`src/rtl/fetch_unit.sv`:
```
// RV32I instruction fetch stage: issues one word request at a time, steers the PC on
// redirects, discards wrong-path responses and hands fetched words to decode.
module fetch_unit #(
    parameter logic [31:0] RESET_PC = 32'h0000_0000
) (
    input  logic        clk,
    input  logic        rst,
    input  logic        redirect_valid,
    input  logic [31:0] redirect_pc,
    output logic        imem_req_valid,
    input  logic        imem_req_ready,
    output logic [31:0] imem_req_addr,
    input  logic        imem_rsp_valid,
    input  logic [31:0] imem_rsp_data,
    output logic        instr_valid,
    input  logic        instr_ready,
    output logic [31:0] instr_data,
    output logic [31:0] instr_pc
);

    typedef enum logic {
        S_REQ,
        S_WAIT
    } state_t;

    state_t      state_q, state_d;
    logic [31:0] pc_q, pc_d;
    logic [31:0] req_addr_q, req_addr_d;
    logic        drop_q, drop_d;
    logic        instr_valid_q, instr_valid_d;
    logic [31:0] instr_data_q, instr_data_d;
    logic [31:0] instr_pc_q, instr_pc_d;

    logic [31:0] redirect_tgt;
    logic        req_fire;

    assign redirect_tgt   = {redirect_pc[31:2], 2'b00};
    assign imem_req_valid = (state_q == S_REQ) && !instr_valid_q;
    assign imem_req_addr  = req_addr_q;
    assign req_fire       = imem_req_valid && imem_req_ready;

    assign instr_valid = instr_valid_q;
    assign instr_data  = instr_data_q;
    assign instr_pc    = instr_pc_q;

    always_comb begin
        state_d       = state_q;
        pc_d          = pc_q;
        req_addr_d    = req_addr_q;
        drop_d        = drop_q;
        instr_valid_d = instr_valid_q;
        instr_data_d  = instr_data_q;
        instr_pc_d    = instr_pc_q;

        if (instr_valid_q && instr_ready) begin
            instr_valid_d = 1'b0;
        end

        unique case (state_q)
            S_REQ: begin
                if (req_fire) begin
                    state_d = S_WAIT;
                    // A request already marked for dropping must not overwrite the
                    // redirect target held in pc with its own sequential successor.
                    if (redirect_valid) begin
                        pc_d   = redirect_tgt;
                        drop_d = 1'b1;
                    end else if (!drop_q) begin
                        pc_d = req_addr_q + 32'd4;
                    end
                end else if (redirect_valid) begin
                    pc_d = redirect_tgt;
                    if (imem_req_valid) begin
                        drop_d = 1'b1;
                    end else begin
                        req_addr_d = redirect_tgt;
                    end
                end
            end
            S_WAIT: begin
                if (imem_rsp_valid) begin
                    state_d = S_REQ;
                    drop_d  = 1'b0;
                    if (redirect_valid) begin
                        pc_d       = redirect_tgt;
                        req_addr_d = redirect_tgt;
                    end else begin
                        req_addr_d = pc_q;
                        if (!drop_q) begin
                            instr_valid_d = 1'b1;
                            instr_data_d  = imem_rsp_data;
                            instr_pc_d    = req_addr_q;
                        end
                    end
                end else if (redirect_valid) begin
                    pc_d   = redirect_tgt;
                    drop_d = 1'b1;
                end
            end
            default: begin
                state_d = S_REQ;
            end
        endcase

        if (redirect_valid) begin
            instr_valid_d = 1'b0;
        end
    end

    always_ff @(posedge clk) begin
        if (rst) begin
            state_q       <= S_REQ;
            pc_q          <= RESET_PC;
            req_addr_q    <= RESET_PC;
            drop_q        <= 1'b0;
            instr_valid_q <= 1'b0;
            instr_data_q  <= '0;
            instr_pc_q    <= '0;
        end else begin
            state_q       <= state_d;
            pc_q          <= pc_d;
            req_addr_q    <= req_addr_d;
            drop_q        <= drop_d;
            instr_valid_q <= instr_valid_d;
            instr_data_q  <= instr_data_d;
            instr_pc_q    <= instr_pc_d;
        end
    end

    // Handshake stability guarantees offered to memory and decode.
    a_req_hold: assert property (@(posedge clk) disable iff (rst)
        imem_req_valid && !imem_req_ready |=> imem_req_valid && $stable(imem_req_addr));

    a_instr_hold: assert property (@(posedge clk) disable iff (rst)
        instr_valid && !instr_ready && !redirect_valid
        |=> instr_valid && $stable(instr_data) && $stable(instr_pc));

endmodule

```
`config.mk`:
```
export PLATFORM = sky130hd
export DESIGN_NAME = fetch_unit
export DESIGN_NICKNAME = d
export VERILOG_FILES = /design/src/rtl/fetch_unit.sv
export SDC_FILE = /design/constraint.sdc
export NUM_CORES = 1
export LEC_CHECK = 0
export BUFFER_PORTS_ARGS = -buffer_cell sky130_fd_sc_hd__buf_4
export CAP_MARGIN = 30
export CORE_ASPECT_RATIO = 0.75
export CORE_UTILIZATION = 47
export DETAILED_ROUTE_END_ITERATION = 10
export GPL_ROUTABILITY_DRIVEN = 0
export PLACE_DENSITY = 0.86
export SLEW_MARGIN = 20
export SYNTH_ARGS = -nofsm -noshare
export SYNTH_HDL_FRONTEND = slang
export SYNTH_SLANG_ARGS = --single-unit
```
`constraint.sdc`:
```
create_clock -name clk -period 1.55 [get_ports clk]
set_clock_uncertainty 0.1 [all_clocks]
set_input_delay 0.0775 -clock clk [delete_from_list [all_inputs] [get_ports clk]]
set_output_delay 0.0775 -clock clk [all_outputs]
set_load 0.005 [all_outputs]
```
# == After elaboration in Yosys (flattened, before gate mapping) ==
# Index checks and enable logic that the tools add are counted.
# Widths: inputs -> output; s select.
# totals
mem_bits_rw,0
out_inout_bits,98
regBits,131
mem_bits_ro,0
latch_bits,0
input_bits,70
mem_count,0
elab_cells,49
# op_classes
mux,23
reduce_logical,8
magnitude_cmp,0
n_bitwise,3
div,0
multipliers,0
eq_ne,7
addsub,1
shifts,0
# ops
operator,count
$mux 32,8
$pmux 32 s2,2
$add 32x3->32 const B,1
$mux 1,11
$ne 2x2->1 const B,4
$reduce_and 4->1,2
$ne 3x3->1 const B,2
$ne 4x4->1 const B,1
$pmux 1 s2,2
$logic_and 1x1->1,3
$not 1->1,3
$reduce_and 2->1,1
$reduce_or 2->1,1
$logic_not 1->1,1

# == Longest topological paths before layout ==
# Gate-level depths: netlist of the first run.
# logic_depth
word_depth,6
depth_mapped,7
depth_no_buf,6

# == Worst setup path before layout of the first run ==
# No wires, ideal clock.
# synth_timing
kind,flip-flop to flip-flop
from,"register req_addr_q[2], in the netlist imem_req_addr[2]"
to,register pc_q[18]
t_required_ps,1347
period_less_slack_ps,1769
path_buffers,0
t_arrival_ps,1565
path_stages_with_launch,7
slack_ps,-219
setup_time_ps,103
cell_sequence,dfxtp_1 ha_1 nand2_1 nor2_4 nand4_1 xor2_1 a2111oi_2
# synth_between
elab_chain_len,5
# synth_lines
item,line,source
from (decl),28,"logic [31:0] req_addr_q, req_addr_d;"
from (signal assigned),122,req_addr_q <= req_addr_d;
$add 32x3->32,69,pc_d = req_addr_q + 32'd4;
$mux 32,68,end else if (!drop_q) begin
$mux 32,65,if (redirect_valid) begin
$mux 32,61,if (req_fire) begin
$pmux 32 s2,59,unique case (state_q)
to (signal assigned),121,pc_q <= pc_d;
to (decl),27,"logic [31:0] pc_q, pc_d;"
# Every way passes these cells. The select of a mux whose other input is x is not followed.
# A chain may end at the register's enable or synchronous reset.

# == Worst setup path in the final report of the first run ==
# layout_timing
from,"register req_addr_q[19], in the netlist imem_req_addr[19]"
to,register pc_q[30]
# The elaborated chain is that of the path after synthesis.

==> results of run 1 <==
## registers in the layout, summed over array words and instances (netlist names)
signal and cells:
instr_pc 32, pc_q 32, state_q 1, imem_req_addr 32, instr_data 32, instr_valid 1
drop_q 1
## cells in the mapped netlist, types with 2 or more instances
master,n,area share (%)
a2111oi_2,2,0.51
a211oi_1,2,0.25
a21oi_1,90,7.6
a22oi_1,2,0.25
a311oi_1,31,4.6
a31oi_1,3,0.32
a32oi_1,2,0.30
and2_1,4,0.42
and3_1,17,1.8
buf_1,3,0.19
buf_2,14,1.2
buf_6,4,0.76
clkbuf_1,36,2.3
dfxtp_1,131,44
inv_1,9,0.57
mux2i_1,2,0.34
nand2_1,211,13
nand3_1,15,1.3
nand4_1,14,1.5
nor2_1,53,3.4
nor2_2,2,0.21
nor2_4,2,0.38
nor2b_1,3,0.32
nor3_1,10,0.85
nor4_1,2,0.21
o211ai_1,3,0.38
o21ai_0,15,1.3
o221ai_1,3,0.44
o22ai_1,13,1.4
or3_1,4,0.42
or4_1,2,0.25
xnor2_1,7,1.0
xor2_1,19,2.8
## area by class of cell
class,count,area [um2],area share [%]
inverter,9,33.8,0.339
clock inverter,15,190,1.91
clock buffer,17,425,4.27
sequential,131,2650,26.5
tap,166,208,2.08
timing repair buffer,353,3030,30.4
multi-input combinational,558,3430,34.4
## through the flow
stage / hold slack [ps] / area, um2
2_1_floorplan: 113 / 6100
3_3_place_gp: 217 / 7970
3_5_place_dp: 223 / 7970
4_1_cts: 2.71 / 9630
5_1_grt: 53.3 / 9970
6_report: 58.1 / 9970
## repair_timing
action	4_1_cts	5_1_grt
pin swaps	35	44
setup endpoints to repair	124	126
cloned	4	3
hold buffers	66	0
hold endpoints to repair	100	0
buffers inserted	17	13
resized for setup	52	39
## report_power, final
part	internal, W	leakage (nW)	switching (W)
logic	0.000780	2.76	0.000775
registers	0.00350	1.07	0.000109
clock network	0.00267	0.298	0.00156
## cell families after synthesis
family	Yosys count
buffers and inverters	68
AOI/OAI and AO/OA	178
adders and majority gates	1
and+or+nand+nor	350
muxes	2
DFF	131
xor gates and xnor gates	26
## worst register-to-register path, cell delays in order, from the launching register on
cell and delay (ps):
dfxtp_1 350, nand4_1 90, buf_4 180, nor4_4 360
nand3_1 220, xor2_2 230, o22ai_2 100
## layer usage
metal / track usage, % / vias up
li1: - / 3255
met1: 40.6 / 3437
met2: 59.1 / 532
met3: 9.48 / 142
met4: 17.7 / 0
met5: 0 / -
## worst min-delay path by stage
stage / to / slack, ps / cells after the start
after floorplan: instr_data[0] / 110 / 2
after global placement: pc_q[6] / 220 / 2
after detailed placement: pc_q[6] / 220 / 2
after CTS: pc_q[19] / 3 / 4
after global routing: pc_q[0] / 50 / 3
final: pc_q[0] / 60 / 3
==> results.md, run 1 <==
* Worst Setup Slack, final at -211 ps
* Crit-path max cell delay at between 300 and 400 ps
* Largest family of logic cells by synthesized area: simple AND/OR/NAND/NOR gates
* Area growth, synth to finish at 68.5%
* Final Util at slightly above 80%
* Cell chain of the critical path: nand4_1 > buf_4 > nor4_4 > nand3_1 > xor2_2 > o22ai_2
* Post-Synthesis Cells at 756
* Placed cell count at 1115
* Total power at 0.00940 W
* CTS tree: yes
* Slew @ Worst Pin at ~380 ps
* Crit path max-delay cell type: nor4_4
* R2R Setup Slk at -210 ps
* Final nets at 1141
* Met2 routed WL at approximately 12000 um
* Core Rows at 35
* Die area at around 0.013 mm2
* Outcome: finished, violations left
* Fin Setup TNS at -8930 ps
* Layout Cells excl Fill at about 1200
* Compound-gate portion of the synthesized area at 19.6%
* HP Class: in -> reg
* Endpoints failing setup at 117
* Setup CP Type: reg -> reg
* Die X at roughly 130 um
* Global-route usage over all layers at a little over a third
* Top delay family on crit path: simple AND/OR/NAND/NOR gates
* Max_cap viols at 0
* Clock Sinks at around 130
* VDD IR-drop max at approximately 0.8 mV
* Worst path arrival time at around 2000 ps
* CP Depth at 6
* Num CTS Buffers at 17
* Mapped Area at between 0.005 and 0.006 mm2
* Proportion of synthesized area in mux cells at less than 1%
* DR pass1 iterations at 6
* Clk slew on worst S/H paths at approximately 60 ps
* Unique masters post-synth at about 60
* Failing checks: setup timing
* Crit path from: imem_req_addr[19]
* Fillers at 686
* Crit. End Element: flip-flop
* Antenna viol nets, final at 0
* WP buf/inv at 1
* Total congestion overflow at 0
* Clock root cell: clkbuf_16
* Capture point of the worst path: pc_q[30]
* Static leakage at about 4.1 nW
* RSZ-0062 raised after global routing: true
* Residual DRC count at 0
* Startpoint types: flip-flop
* Core Area at approximately 0.012 mm2
* Max layer used: met4
* First-pass GRT wire length at between 30000 and 40000 um
* Sequential area share after synthesis at 44.3%
* Hold path startpoint: redirect_valid
* Initial Util at between 40% and 50%
* Final Max Slew Viols at 0
* Post-DP HPWL at about 13000 um
* Post-synthesis sequential element count at approximately 130
* Reg2reg end: pc_q[30]
* Clock latency on the worst-skew pair at 420 ps
* Met1 wire length at roughly 9300 um
* Minimum clock period at between 1500 and 2000 ps
* EDFF count, synth at 0
* Synthesized Nets at ~830
* Vias in the first global route at between 7000 and 8000
* Synth warn at 0
* Chip height at slightly below 100 um
* Share of cells above drive strength 1 at between 30 and 40%
* Setup WS pre-CTS at -215 ps
* Most frequent cells in the layout: buf_4 (258), nand2_1 (204), dfxtp_1 (117)
* Initial antenna violation count at 0
* Vias at around 7400
* Synth Area per Inst at 7.83 um2
* Fmax at between 0.5 and 0.6 GHz
* Final wirelength at between 20000 and 25000 um
* Input/output buffers at between 150 and 200
* Period utilization at 114%
* Largest net degree at the start of global routing at 57
* Average wire per standard cell at a little under 20 um
* Commonest non-fill, non-tap cell in the layout: buf_4
* R2r worst-path depth at 6
* Worst EP required at ~1700 ps
* CP max FO at 4
* Post-synthesis adder-cell area fraction at 0.211%
* XOR/XNOR Fraction of Synth Area at about 3.8%
* Initial drt markers at ~800
* N_diodes at 0
* Simple-Gate Fraction of Synth Area at between 20% and 30%
* Primary FF master, synth: dfxtp_1
* Pwr Density at 943 mW/mm2
* Slew margin rel. at between 70% and 80%
* Boundary Pins at about 170
* Ys async rst share at 0%
* Clk buf depth at 2
* Vias per cell at between 5 and 6
* Routed wire length on met3 at approximately 2400 um
* Hold Fails Final Rpt at 0
* H-tree depth at 4
* FF-to-FF Start: imem_req_addr[19]
(Power assumes the default switching activity.)
==> run 2: changes to the inputs <==
Settings changed: CORE_UTILIZATION 47 to 24, PLACE_DENSITY 0.86 to 0.54.
==> results.md, run 2 (synthesized netlist as in run 1, its figures left out) <==
* VDD IR-drop max at about 0.78 mV
* Share of cells above drive strength 1 at approximately 37%
* CP max FO at 7
* Commonest non-fill, non-tap cell in the layout: buf_4
* Combinational power share at 15.4%
* WHS at between 30 and 40 ps
* Total congestion overflow at 0
* Period utilization at 112%
* Global-route usage over all layers at between 15 and 20%
* Slew margin rel. at around 73%
* Antenna viol nets, final at 0
* Endpoints failing setup at around 110
* Crit. End Element: flip-flop
* Boundary Pins at between 150 and 200
* Worst EP required at roughly 1800 ps
* Average wire per standard cell at roughly 16 um
* Vias at 6507
* Static leakage at between 4 and 5 nW
* Initial antenna violation count at 1
* Core Rows at 49
* Switch share at between 20% and 30%
* First-pass GRT wire length at around 34000 um
* Max_cap viols at 0
* Most frequent cells in the layout: buf_4 (239), nand2_1 (203), dfxtp_1 (116)
* Num CTS Buffers at 17
* Final Max Slew Viols at 0
* Input/output buffers at 165
* Fin Setup TNS at -9640 ps
* Worst path arrival time at about 2000 ps
* Final wirelength at ~22000 um
* Setup WS pre-CTS at -225 ps
* RSZ-0062 raised after global routing: true
* Placed inst area at approximately 0.008 mm2
* Area growth, synth to finish at 69.5%
* Cell internal pwr at a little over 0.007 W
* Sequential share of power at about 37%
* Largest net degree at the start of global routing at 54
* H-tree depth at 4
* Final nets at 1120
* Clk buf depth at 2
* Core Area at 0.0241 mm2
* Clock root cell: clkbuf_16
* Vias per cell at between 4 and 5
* Chip height at about 140 um
* Die area at approximately 0.025 mm2
* Psw at about 0.0025 W
* Initial drt markers at 490
* Failing checks: setup timing
* Residual DRC count at 0
* Outcome: finished, violations left
* Startpoint types: flip-flop
* Hold Fails Final Rpt at 0
* DR pass1 iterations at 5
* Die X at 183 um
* Clock share of power at 47.3%
* Clock latency on the worst-skew pair at about 440 ps
* Setup CP Type: reg -> reg
* Initial Util at about 25%
* Post-DP HPWL at 14700 um
* Worst Setup Slack, final at -187 ps
* CTS tree: yes
* Pwr Density at 964 mW/mm2
* Clk slew on worst S/H paths at roughly 60 ps
* Final Util at a little over two fifths
* Slew @ Worst Pin at 408 ps
* Design Area, Final at roughly 0.01 mm2
* Fmax at between 0.5 and 0.6 GHz
* HP Class: in -> reg
* N_diodes at 0
* Clock Sinks at 131
* Vias in the first global route at between 6000 and 7000
* Minimum clock period at 1740 ps
## run 2: worst max-delay path, stage by stage, from the launching register on
cell	delay [ps]
dfxtp_2	340
or4b_4	620
buf_12	180
and3_4	140
a221oi_2	160
nor2_1	70
## run 2: layout make-up
| class | instances | area (um2) |
|---|---|---|
| repair buffers | 332 | 2900 |
| inverters | 9 | 33.8 |
| well taps | 331 | 414 |
| fillers | 2405 | 14100 |
| clock buffers | 17 | 425 |
| flip-flops and latches | 131 | 2650 |
| clock inverters | 15 | 230 |
| multi-input cells | 558 | 3370 |
## run 2: power groups by stage
stage               logic (W)  registers, W  clock network [W]
floorplan            0.000570       0.00369                  0
global placement      0.00119       0.00367                  0
detailed placement    0.00119       0.00367                  0
CTS                   0.00142       0.00360            0.00468
global route          0.00161       0.00362            0.00484
finish                0.00149       0.00360            0.00458
## run 2: path summary, 6_finish.rpt
path	startpoint	to	slack [ps]	cells after the start
worst max-delay path	state_q	pc_q[14]	-190	5
worst min-delay path	redirect_valid	pc_q[11]	40	4
worst max register to register	state_q	pc_q[14]	-190	5
worst min register to register	instr_data[15]	instr_data[15]	350	2
## run 2: routing by layer
metal / GRT usage, % / wire, um / vias up
li1: - / - / 3232
met1: 23.9 / 10800 / 3071
met2: 27.0 / 9650 / 188
met3: 5.28 / 1430 / 16
met4: 4.68 / 192 / 0
met5: 0 / 0 / -
## run 2: what timing repair did
item,in CTS,in global routing
gates resized for setup,37,39
cloned,4,1
endpoints found under the hold margin,96,0
pin swaps,12,16
hold buffers,65,0
setup endpoints to repair,111,127
buffers inserted,7,4
## run 2: through the flow
step | cells | total power (W)
3_5_place_dp | 1280 | 0.00486
2_1_floorplan | 756 | 0.00426
3_3_place_gp | 1280 | 0.00485
6_report | 1393 | 0.00967
4_1_cts | 1388 | 0.00970
5_1_grt | 1393 | 0.0101
==> run 3: changes to the inputs <==
Settings changed: PLACE_DENSITY 0.54 to 0.53.
Clock period 1.55 ns to 1.9 ns, I/O delays scaled along.
==> results.md, run 3 (synthesized netlist as in run 1, its figures left out) <==
* Worst Setup Slack, final at between 90 and 100 ps
* Setup WS pre-CTS at between 90 and 100 ps
* Area growth, synth to finish at 56.1%
* Max layer used: met4
* Routed wire length on met3 at approximately 1300 um
* Layout Cells excl Fill at between 1000 and 1500
* Most frequent cells in the layout: buf_4 (227), nand2_1 (210), dfxtp_1 (131)
* Outcome: finished clean
* N_diodes at 0
* Cell internal pwr at ~0.0058 W
* Placed cell count at ~1300
* Fillers at between 2000 and 2500
* Final nets at between 1000 and 1500
* Clock Sinks at between 100 and 150
* Input/output buffers at about 170
* Post-DP HPWL at between 10000 and 15000 um
* Die area at ~0.025 mm2
* Worst path arrival time at between 2000 and 2500 ps
* Crit path max-delay cell type: dfxtp_1
* Clock root cell: clkbuf_16
* Setup CP Type: reg -> reg
* VDD IR-drop max at a little over 0.5 mV
* First-pass GRT wire length at 32400 um
* Pwr Density at approximately 840 mW/mm2
* Clk slew on worst S/H paths at ~60 ps
* Initial Util at 24.6%
* DR pass1 iterations at 5
* Crit. End Element: flip-flop
* Fmax at around 0.56 GHz
* Vias at roughly 6300
* Global-route usage over all layers at between 15 and 20%
* Initial drt markers at just over 400
* Vias per cell at approximately 4.6
* Sequential share of power at roughly 38%
* Final Max Slew Viols at 0
* Period utilization at a little over nine tenths
* Met1 wire length at 10400 um
* Clock latency on the worst-skew pair at 440 ps
* Combinational power share at 13.3%
* Commonest non-fill, non-tap cell in the layout: buf_4
* Initial antenna violation count at 0
* HP Class: in -> reg
* H-tree depth at 4
* Core Area at between 0.02 and 0.025 mm2
* Average wire per standard cell at 15.4 um
* Clk buf depth at 2
* Slew @ Worst Pin at between 400 and 500 ps
* Antenna viol nets, final at 0
* Max_cap viols at 0
* Hold Fails Final Rpt at 0
* Clock share of power at 48.9%
* Slew margin rel. at a little over two thirds
* Vias in the first global route at between 5000 and 6000
* Worst EP required at 2130 ps
* Cell chain of the critical path: ha_1 > nand2_1 > nor2_4 > nand4_1 > xor2_1 > a2111oi_2
* Largest net degree at the start of global routing at 64
* Share of cells above drive strength 1 at around 28%
* Static leakage at ~3.7 nW
* Core Rows at approximately 50
* CP max FO at 5
* Met2 routed WL at around 9100 um
* Endpoints failing setup at 0
* Psw at 0.00193 W
* Minimum clock period at between 1500 and 2000 ps
* Residual DRC count at 0
* CTS tree: yes
* Total congestion overflow at 0
* Num CTS Buffers at 17
* Startpoint types: flip-flop
* Chip height at 138 um
* Fin Setup TNS at 0 ps
* Crit-path max cell delay at ~400 ps
* Switch share at approximately a quarter
* Boundary Pins at around 170
* Final wirelength at 20900 um
* Die X at roughly 180 um
-- run 3: changes by cell type in the layout (fill, tap and decap cells not counted), sizes merged --
cell / previous run / this run
buf: 265 / 234
clkbuf: 18 / 20
clkinvlp: 3 / 2
bufbuf: 1 / 0
inv: 12 / 10
dlygate4sd3: 65 / 66
nor2: 59 / 58
-- run 3: worst paths after layout --
path	from	end	slack, ps	depth (start not counted)
setup / recovery	imem_req_addr[2]	pc_q[18]	100	6
hold / removal	imem_req_ready	pc_q[5]	80	4
setup reg to reg	imem_req_addr[2]	pc_q[18]	100	6
hold reg to reg	instr_pc[14]	instr_pc[14]	350	2
-- run 3: routing by layer --
layer	up-vias	GRT usage [%]
met5	-	0
met4	0	4.35
met3	15	4.78
met2	183	25.8
met1	2934	22.7
li1	3152	-
-- run 3: power groups by stage --
stage / clock (W) / sequential [W] / combinational (W)
finish: 0.00378 / 0.00293 / 0.00103
global route: 0.00396 / 0.00294 / 0.00113
CTS: 0.00389 / 0.00293 / 0.00103
detailed placement: 0 / 0.00299 / 0.000912
global placement: 0 / 0.00298 / 0.000905
floorplan: 0 / 0.00300 / 0.000434
-- run 3: final cells by class --
type	count	area (um2)	share of cell area [%]
multi-input combinational	557	2990	32.4
sequential	131	2620	28.4
timing repair buffer	300	2500	27.1
clock buffer	20	467	5.05
tap	331	414	4.48
clock inverter	12	201	2.18
inverter	9	33.8	0.366
-- run 3: critical path: cells and delay by family, from the launching register on --
family,cells,cell delay (ps)
AND/OR/NAND/NOR,3,500
flip-flops,1,400
AO/OA/AOI/OAI,1,340
adder cells (fa/ha/maj),1,190
XOR/XNOR,1,160
-- run 3: repair_timing --
item                                   in CTS  in global routing
setup endpoints to repair                   0                  3
resized for setup                           0                  2
setup buffers                               0                  3
endpoints found under the hold margin      96                  0
hold buffers                               66                  0
-- run 3: through the flow --
step                power [W]  hold slack, ps  utilization, %  instance area, um2
floorplan             0.00344             131               -                5920
global placement      0.00389             238            32.7                7880
detailed placement    0.00390             239            32.7                7880
CTS                   0.00784            74.3            38.2                9210
global route          0.00803             116            38.3                9240
finish                0.00774            79.6            38.3                9240
